--- src/rtl/rf_pkg.sv ---
// Shared types and default sizes for the two-read/one-write register file.
package rf_pkg;

    localparam int RF_WIDTH  = 32;
    localparam int RF_ADDR_W = 5;

    typedef enum logic {
        RF_IDLE  = 1'b0,
        RF_SWEEP = 1'b1
    } rf_state_e;

endpackage

--- src/rtl/rf_clear_fsm.sv ---
// Clear-sweep controller: on a clear request, steps through every register
// index, one per cycle, and tells the array to zero that entry.
module rf_clear_fsm
    import rf_pkg::*;
#(
    parameter int ADDR_W = RF_ADDR_W
) (
    input  logic              clk,
    input  logic              rst_n,
    input  logic              clr_req,
    output logic              clr_busy,
    output logic              clr_we,
    output logic [ADDR_W-1:0] clr_addr
);

    rf_state_e         state_q, state_d;
    logic [ADDR_W-1:0] cnt_q, cnt_d;

    always_ff @(posedge clk or negedge rst_n) begin
        if (!rst_n) begin
            state_q <= RF_IDLE;
            cnt_q   <= '0;
        end else begin
            state_q <= state_d;
            cnt_q   <= cnt_d;
        end
    end

    always_comb begin
        state_d = state_q;
        cnt_d   = cnt_q;
        case (state_q)
            RF_IDLE: begin
                if (clr_req) begin
                    state_d = RF_SWEEP;
                    cnt_d   = '0;
                end
            end
            RF_SWEEP: begin
                // Counter wraps back to zero as the last index is cleared.
                cnt_d = cnt_q + 1'b1;
                if (cnt_q == {ADDR_W{1'b1}}) begin
                    state_d = RF_IDLE;
                end
            end
            default: begin
                state_d = RF_IDLE;
                cnt_d   = '0;
            end
        endcase
    end

    always_comb begin
        clr_busy = (state_q == RF_SWEEP);
        clr_we   = (state_q == RF_SWEEP);
        clr_addr = cnt_q;
    end

endmodule

--- src/rtl/reg_file_2r1w.sv ---
// Register file with two combinational read ports, one write port and a
// sweep-clear engine. Define REGFILE_BYPASS_EN to forward write data to reads.
module reg_file_2r1w
    import rf_pkg::*;
#(
    parameter int WIDTH    = RF_WIDTH,
    parameter int ADDR_W   = RF_ADDR_W,
    parameter int ZERO_REG = 1
) (
    input  logic              clk,
    input  logic              rst_n,
    input  logic              we,
    input  logic [ADDR_W-1:0] waddr,
    input  logic [WIDTH-1:0]  wdata,
    input  logic [ADDR_W-1:0] raddr_a,
    output logic [WIDTH-1:0]  rdata_a,
    input  logic [ADDR_W-1:0] raddr_b,
    output logic [WIDTH-1:0]  rdata_b,
    input  logic              clr_req,
    output logic              clr_busy
);

    localparam int DEPTH = 2 ** ADDR_W;

    logic                         clr_we;
    logic [ADDR_W-1:0]            clr_addr;
    logic                         wr_en;
    logic [DEPTH-1:0][WIDTH-1:0]  regs_q;
    logic [DEPTH-1:0][WIDTH-1:0]  regs_d;

    rf_clear_fsm #(
        .ADDR_W (ADDR_W)
    ) u_clear_fsm (
        .clk      (clk),
        .rst_n    (rst_n),
        .clr_req  (clr_req),
        .clr_busy (clr_busy),
        .clr_we   (clr_we),
        .clr_addr (clr_addr)
    );

    // Host writes are dropped outright while a sweep owns the array.
    assign wr_en = we & ~clr_busy;

    genvar gi;
    generate
        for (gi = 0; gi < DEPTH; gi++) begin : g_reg
            if ((ZERO_REG != 0) && (gi == 0)) begin : g_zero
                assign regs_d[gi] = '0;
            end else begin : g_data
                assign regs_d[gi] = (clr_we && (clr_addr == ADDR_W'(gi))) ? '0 :
                                    (wr_en  && (waddr    == ADDR_W'(gi))) ? wdata :
                                    regs_q[gi];
            end
        end
    endgenerate

    always_ff @(posedge clk or negedge rst_n) begin
        if (!rst_n) begin
            regs_q <= '0;
        end else begin
            regs_q <= regs_d;
        end
    end

`ifdef REGFILE_BYPASS_EN
    logic fwd_a, fwd_b;

    always_comb begin
        fwd_a = wr_en && (waddr == raddr_a) && !((ZERO_REG != 0) && (raddr_a == '0));
        fwd_b = wr_en && (waddr == raddr_b) && !((ZERO_REG != 0) && (raddr_b == '0));
        rdata_a = fwd_a ? wdata : regs_q[raddr_a];
        rdata_b = fwd_b ? wdata : regs_q[raddr_b];
    end
`else
    always_comb begin
        rdata_a = regs_q[raddr_a];
        rdata_b = regs_q[raddr_b];
    end
`endif

endmodule
--- config.mk ---
export PLATFORM = sky130hd
export DESIGN_NAME = reg_file_2r1w
export DESIGN_NICKNAME = d
export VERILOG_FILES = /design/src/rtl/rf_pkg.sv /design/src/rtl/rf_clear_fsm.sv /design/src/rtl/reg_file_2r1w.sv
export SDC_FILE = /design/constraint.sdc
export NUM_CORES = 2
export LEC_CHECK = 0
export ABC_CLOCK_PERIOD_IN_PS = 2740
export CAP_MARGIN = 20
export CELL_PAD_IN_SITES_DETAIL_PLACEMENT = 1
export CELL_PAD_IN_SITES_GLOBAL_PLACEMENT = 1
export CORE_MARGIN = 4
export CORE_UTILIZATION = 40
export DETAILED_ROUTE_END_ITERATION = 6
export DONT_BUFFER_PORTS = 1
export GPL_TIMING_DRIVEN = 1
export PLACE_DENSITY = 0.64
export SETUP_SLACK_MARGIN = 0.15
export SLEW_MARGIN = 20
export SYNTH_ARGS = -nofsm -noshare
export SYNTH_HDL_FRONTEND = slang
export SYNTH_SLANG_ARGS = --single-unit
--- constraint.sdc ---
create_clock -name clk -period 2.74 [get_ports clk]
set_clock_uncertainty 0.15 [all_clocks]
set_input_delay 0.137 -clock clk [delete_from_list [all_inputs] [get_ports clk]]
set_output_delay 0.137 -clock clk [all_outputs]
set_load 0.01 [all_outputs]
**Word-level counts from Yosys, hierarchy flattened**

Index checks and enable logic that the tools add are counted.

- Logic and storage cells: 265
- Output and inout bits: 65
- Register bits: 998
- Input port bits: 51

- Reductions and logical operators: 93
- Magnitude comparators: 2
- $add $sub $neg: 1
- Equality and inequality tests: 63
- Muxes and demuxes: 71
- Bitwise logic cells: 2

Operators by type and width:

| kind | count |
|---|---|
| two-way mux 32 bit | 64 |
| binary-select mux 32 bit (select 5 bit) | 2 |
| == test 5 bit, second input constant | 32 |
| == test 5 x 4 -> 1 bit, second input constant | 16 |
| logical AND 1 bit | 62 |
| nonzero test 2 bit | 31 |
| == test 5 x 3 -> 1 bit, second input constant | 8 |
| == test 5 x 2 -> 1 bit, second input constant | 4 |
| less-than comparator 5 x 6 -> 1 bit, second input constant | 2 |
| == test 5 x 1 -> 1 bit, second input constant | 2 |
| one-hot mux 5 bit (2 select lines) | 1 |
| adder 5 x 1 -> 5 bit, second input constant | 1 |
| two-way mux 5 bit | 1 |
| two-way mux 1 bit | 2 |
| inequality test 2 bit, second input constant | 1 |
| one-hot mux 1 bit (2 select lines) | 1 |
| bitwise AND 1 bit | 1 |
| NOT 1 bit | 1 |

**Logic depth before layout (Yosys ltp)**

- Depth after elaboration: 5
- Mapped depth: 9
- Depth with buffers taken out: 6

**Cells and area by module**

Synthesis repeated with hierarchy kept, for this count alone.

- Cell total of the unflattened synthesis: 3851
- Area, all modules: 51815.9 µm²

By module, submodules not included:

| module | seq. area each (µm²) | times used | area an instance (µm²) | cells each |
|---|---|---|---|---|
| reg_file_2r1w | 24823.8 | 1 | 51516.9 | 3828 |
| rf_clear_fsm | 150.1 | 1 | 299.0 | 23 |

**Least setup slack after synthesis**

OpenSTA, ideal clock, no wires.

- Path type: reg-to-reg
- Start point: reg u_clear_fsm.state_q (netlist: u_clear_fsm.clr_busy)
- End point: reg regs_q[129] (netlist name)
- Buffers on the path: 4
- Slack: 0.510 ns
- Cell stages (with the launch flop): 9
- Arrival: 1.959 ns
- Required time: 2.469 ns
- Setup time: 0.121 ns
- Clock period less this slack: 2.230 ns
- Path through: dfrtp_1 -> buf_2 -> or3b_1 -> buf_2 -> buf_8 -> nor3_4 -> a21oi_1 -> buf_4 -> a22o_1

- Word-level cells in the longest chain between the ends: 4
- Elaborated cells on any way between the ends: 6
- Classes of those cells: mux: 1; bitwise: 2; reduce/logical: 3

Ends and longest elaborated chain:

| what | RTL line | RTL |
|---|---|---|
| start: declaration | rf_clear_fsm.sv:16 | `rf_state_e state_q, state_d;` |
| start signal: assignment | rf_clear_fsm.sv:24 | `state_q <= state_d;` |
| NOT 1 bit | - |  |
| bitwise AND 1 bit | reg_file_2r1w.sv:43 | `assign wr_en = we & ~clr_busy;` |
| logical AND 1 bit | reg_file_2r1w.sv:52 | `(wr_en && (waddr == ADDR_W'(gi))) ? wdata :` |
| nonzero test 2 bit (no source line) | - |  |
| end signal: assignment | reg_file_2r1w.sv:62 | `regs_q <= regs_d;` |
| end: declaration | reg_file_2r1w.sv:28 | `logic [DEPTH-1:0][WIDTH-1:0] regs_q;` |

Parallel ways exist; a longest one is shown, timed or not.
A chain may end at the register's enable or synchronous reset.

**Worst setup path in the final report**

- Start point: reg regs_q[620] (netlist name)
- End point: out rdata_a[12]

- Word-level cells in the longest chain between the ends: 2

Ends and longest elaborated chain:

| what | RTL line | RTL |
|---|---|---|
| binary-select mux 32 bit (select 5 bit) | reg_file_2r1w.sv:77 | `rdata_a = regs_q[raddr_a];` |
| two-way mux 32 bit (not written as such) | reg_file_2r1w.sv:77 |  |
| end: declaration | reg_file_2r1w.sv:16 | `output logic [WIDTH-1:0] rdata_a,` |

No other way between the ends. The select of a mux whose other input is x is not followed.

==> out/results.ini <==
[status]
status = finished with violations
violations = negative hold slack, negative setup slack

[placed_design]
numPortBuffers = 0
hpwl_mm = 121
place_area_sq_um = 54700
placed_cells = 5291
place.gp.congestion = 0.851

[synth]
yosysSeqAreaShare_pct = 48.2
synthesis.nets = 3867
yosysTopAreaCell = dfrtp_1
avgSynthCellArea_sq_um = 13.6
syn-cell-area_sq_um = 51800
synth_cell_types = 34
netlist_top_cells_area = dfrtp_1, a22o_1, mux4_2, mux2i_1, clkbuf_1
synth_edf_count = 0
synthArstFlopShare_pct = 100
synth-seq-cells = 998
ys.flop_type = dfrtp_1
synth_warnings = 0
synth_top_area_share_pct = 48.2
syn_inst = 3810

[layout]
final_area_sq_um = 62100
layout_commonest_cell = a22o_1
instances_no_fill = 5708
area_growth_pct = 19.8
num-fill-cells = 12400
drive_gt1_share_pct = 32.4
nets = 3931
final_cell_mix = a22o_1, dfrtp_1, mux4_2

[die]
die_h_um = 368
row_count = 131
coreArea_sq_um = 128000
die_x_um = 368
start_util_pct = 40.5
io_pins = 116
fp.dieArea_sq_um = 135000

[clocking]
cts_tree = built
cts-root-buf = clkbuf_16
worstSkewPairLatency_ns = 0.76
cts.path.max_buffers = 3
cts_buffers = 112
htreeDepth = 3
clock_sinks = 998
cts.clk_slew.worst_paths_ns = 0.06

[setup_path]
cp-start-kind = flop
criticalPathCategory = reg2out
crit_slowest_cell = mux4_2
r2r_end = regs_q[87]
crit_chain = mux4_2 -> a22o_1 -> o21ai_2 -> o31ai_2 -> buf_4 -> buf_6
crit_buf_inv = 2
critPathTopFamily = compound AO/OA/AOI/OAI gates
worstSetupStartpoint = regs_q[620]
crit_path_max_fanout = 3
r2r_cells = 5
max_stage_delay_ns = 0.49
crit_cells = 6
required_ns = 2.45
worst-endpoint-arrival_ns = 2.49
rrSetupSlack_ns = 0.17
cp-end-kind = primary output
cp-endpoint = rdata_a[12]
worstReg2RegStart = u_clear_fsm.clr_busy

[global_route]
grt_pass1_vias = 42000
grt_max_degree = 999
grt.total_usage_pct = 32.3
antenna_found_initial = 8
grt-ovfl-total = 0
grt_pass1_wl_mm = 320

[sta]
holdWs_ns = -0.421
worst_slew_pin_slew_ns = 1.22
finalHoldViolCount = 370
timing.slew.headroom_pct = 18.8
final_max_slew_viol_count = 0
fmax_ghz = 0.360
setup_viol = 2
tns_ns = -0.0725
period_minus_slack_ns = 2.78
setup_slack_ns = -0.0367
grt_setup_unrepaired = true
fin_crit_sh_pct = 101

[drt]
firstDrtPassIters = 5
drtIter0Drc = 4903
via_count = 41300
ant_nets = 0
viasPerCell = 7.24
drc = 0
wl_mm = 224
post_drt_wl_per_cell_um = 39.3

[min_path]
hold_path_class = in2async

[pwr]
p_sw_share_pct = 30.0
leakagePower_nw = 27.4
p_int_mw = 28.6
p_comb_share_pct = 19.1
irDropWorstVdd_v = 0.000583
p_sw_mw = 12.3
clock_power_share_pct = 39.0
seq_power_share_pct = 41.8
power_density_nw_per_um2 = 659

[flow_run]
drv_cap = 0

-- sequential cells by signal, summed over array words and instances (netlist names) --
register / count
regs_q: 992
u_clear_fsm.clr_addr: 5
u_clear_fsm.clr_busy: 1
-- kinds of logic (layout without fill, tap and decap cells) --
family	count (synthesis)	in the layout	share of synthesized area (%)
buffers and inverters	512	662	4.30
AOI/OAI and AO/OA	1476	1482	23.7
adders and majority gates	6	6	0.145
xor gates and xnor gates	1	1	0.0169
other	0	13	0
DFF	998	998	48.2
muxes	610	610	21.2
and+or+nand+nor	207	207	2.40
-- cell type report --
class                   count  area [sq um]  area share (%)
clock inverters            37           433           0.698
diodes                     13          32.5          0.0524
repair buffers            450          4780            7.71
inverters                   6          23.8          0.0383
multi-input cells        2306         26200            42.3
well taps                1729          2160            3.49
flip-flops and latches    998         25000            40.2
clock buffers             169          3410            5.49
-- worst register-to-register path, delay by kind of cell, from the launching register on --
family | cells | cell delay, ns
simple gates | 2 | 0.87
buf+inv | 2 | 0.72
compound gates | 1 | 0.32
flops | 1 | 0.43
-- cells in the mapped netlist, types with 33 or more instances --
cell / count
a211oi_1: 64
a22o_1: 1184
and2_1: 35
and3_1: 33
buf_2: 123
clkbuf_1: 339
dfrtp_1: 998
mux2_2: 65
mux2i_1: 161
mux4_2: 384
nand2_1: 74
o21ai_0: 67
o22ai_1: 64
o31ai_1: 66
-- power groups by stage --
stage,logic (mW),registers (mW),clock network (mW)
final,7.81,17.1,16.0
after global routing,8.08,17.2,16.7
after CTS,7.05,17.0,16.1
after detailed placement,6.20,17.3,0
after global placement,6.07,17.2,0
after floorplan,4.28,16.9,0
-- metal layers --
layer / GRT usage (%) / wire length, um
met3: 8.29 / 22600
met1: 44.1 / 89600
met4: 13.8 / 10100
met5: 0 / 0
met2: 49.1 / 102000
-- metrics by stage --
step	utilization [%]	total power [mW]	setup WS, ns
after floorplan	-	21.1	0.510
after global placement	42.7	23.3	0.111
after detailed placement	42.7	23.5	0.176
after CTS	47.7	40.2	-0.100
after global routing	48.5	42.0	-0.0910
final	48.5	40.9	-0.0367
-- worst min path at each step --
stage	from	to	slack [ns]	cells past startpoint
finish	rst_n	regs_q[436]	-0.42	5
global route	rst_n	regs_q[436]	-0.39	5
CTS	rst_n	regs_q[436]	-1.00	0
detailed placement	rst_n	regs_q[447]	-0.18	0
global placement	rst_n	regs_q[447]	-0.19	0
floorplan	rst_n	regs_q[1000]	-0.31	0
-- timing repair --
action                      CTS  global route
setup endpoints to repair    77           158
gates cloned                  2             4
hold endpoints to repair   1996           370
pin swaps                   120            85
hold buffers                 71             5
resized for setup           265            48
buffers inserted             66            44
No activity file was read; power rests on OpenSTA's default activity.
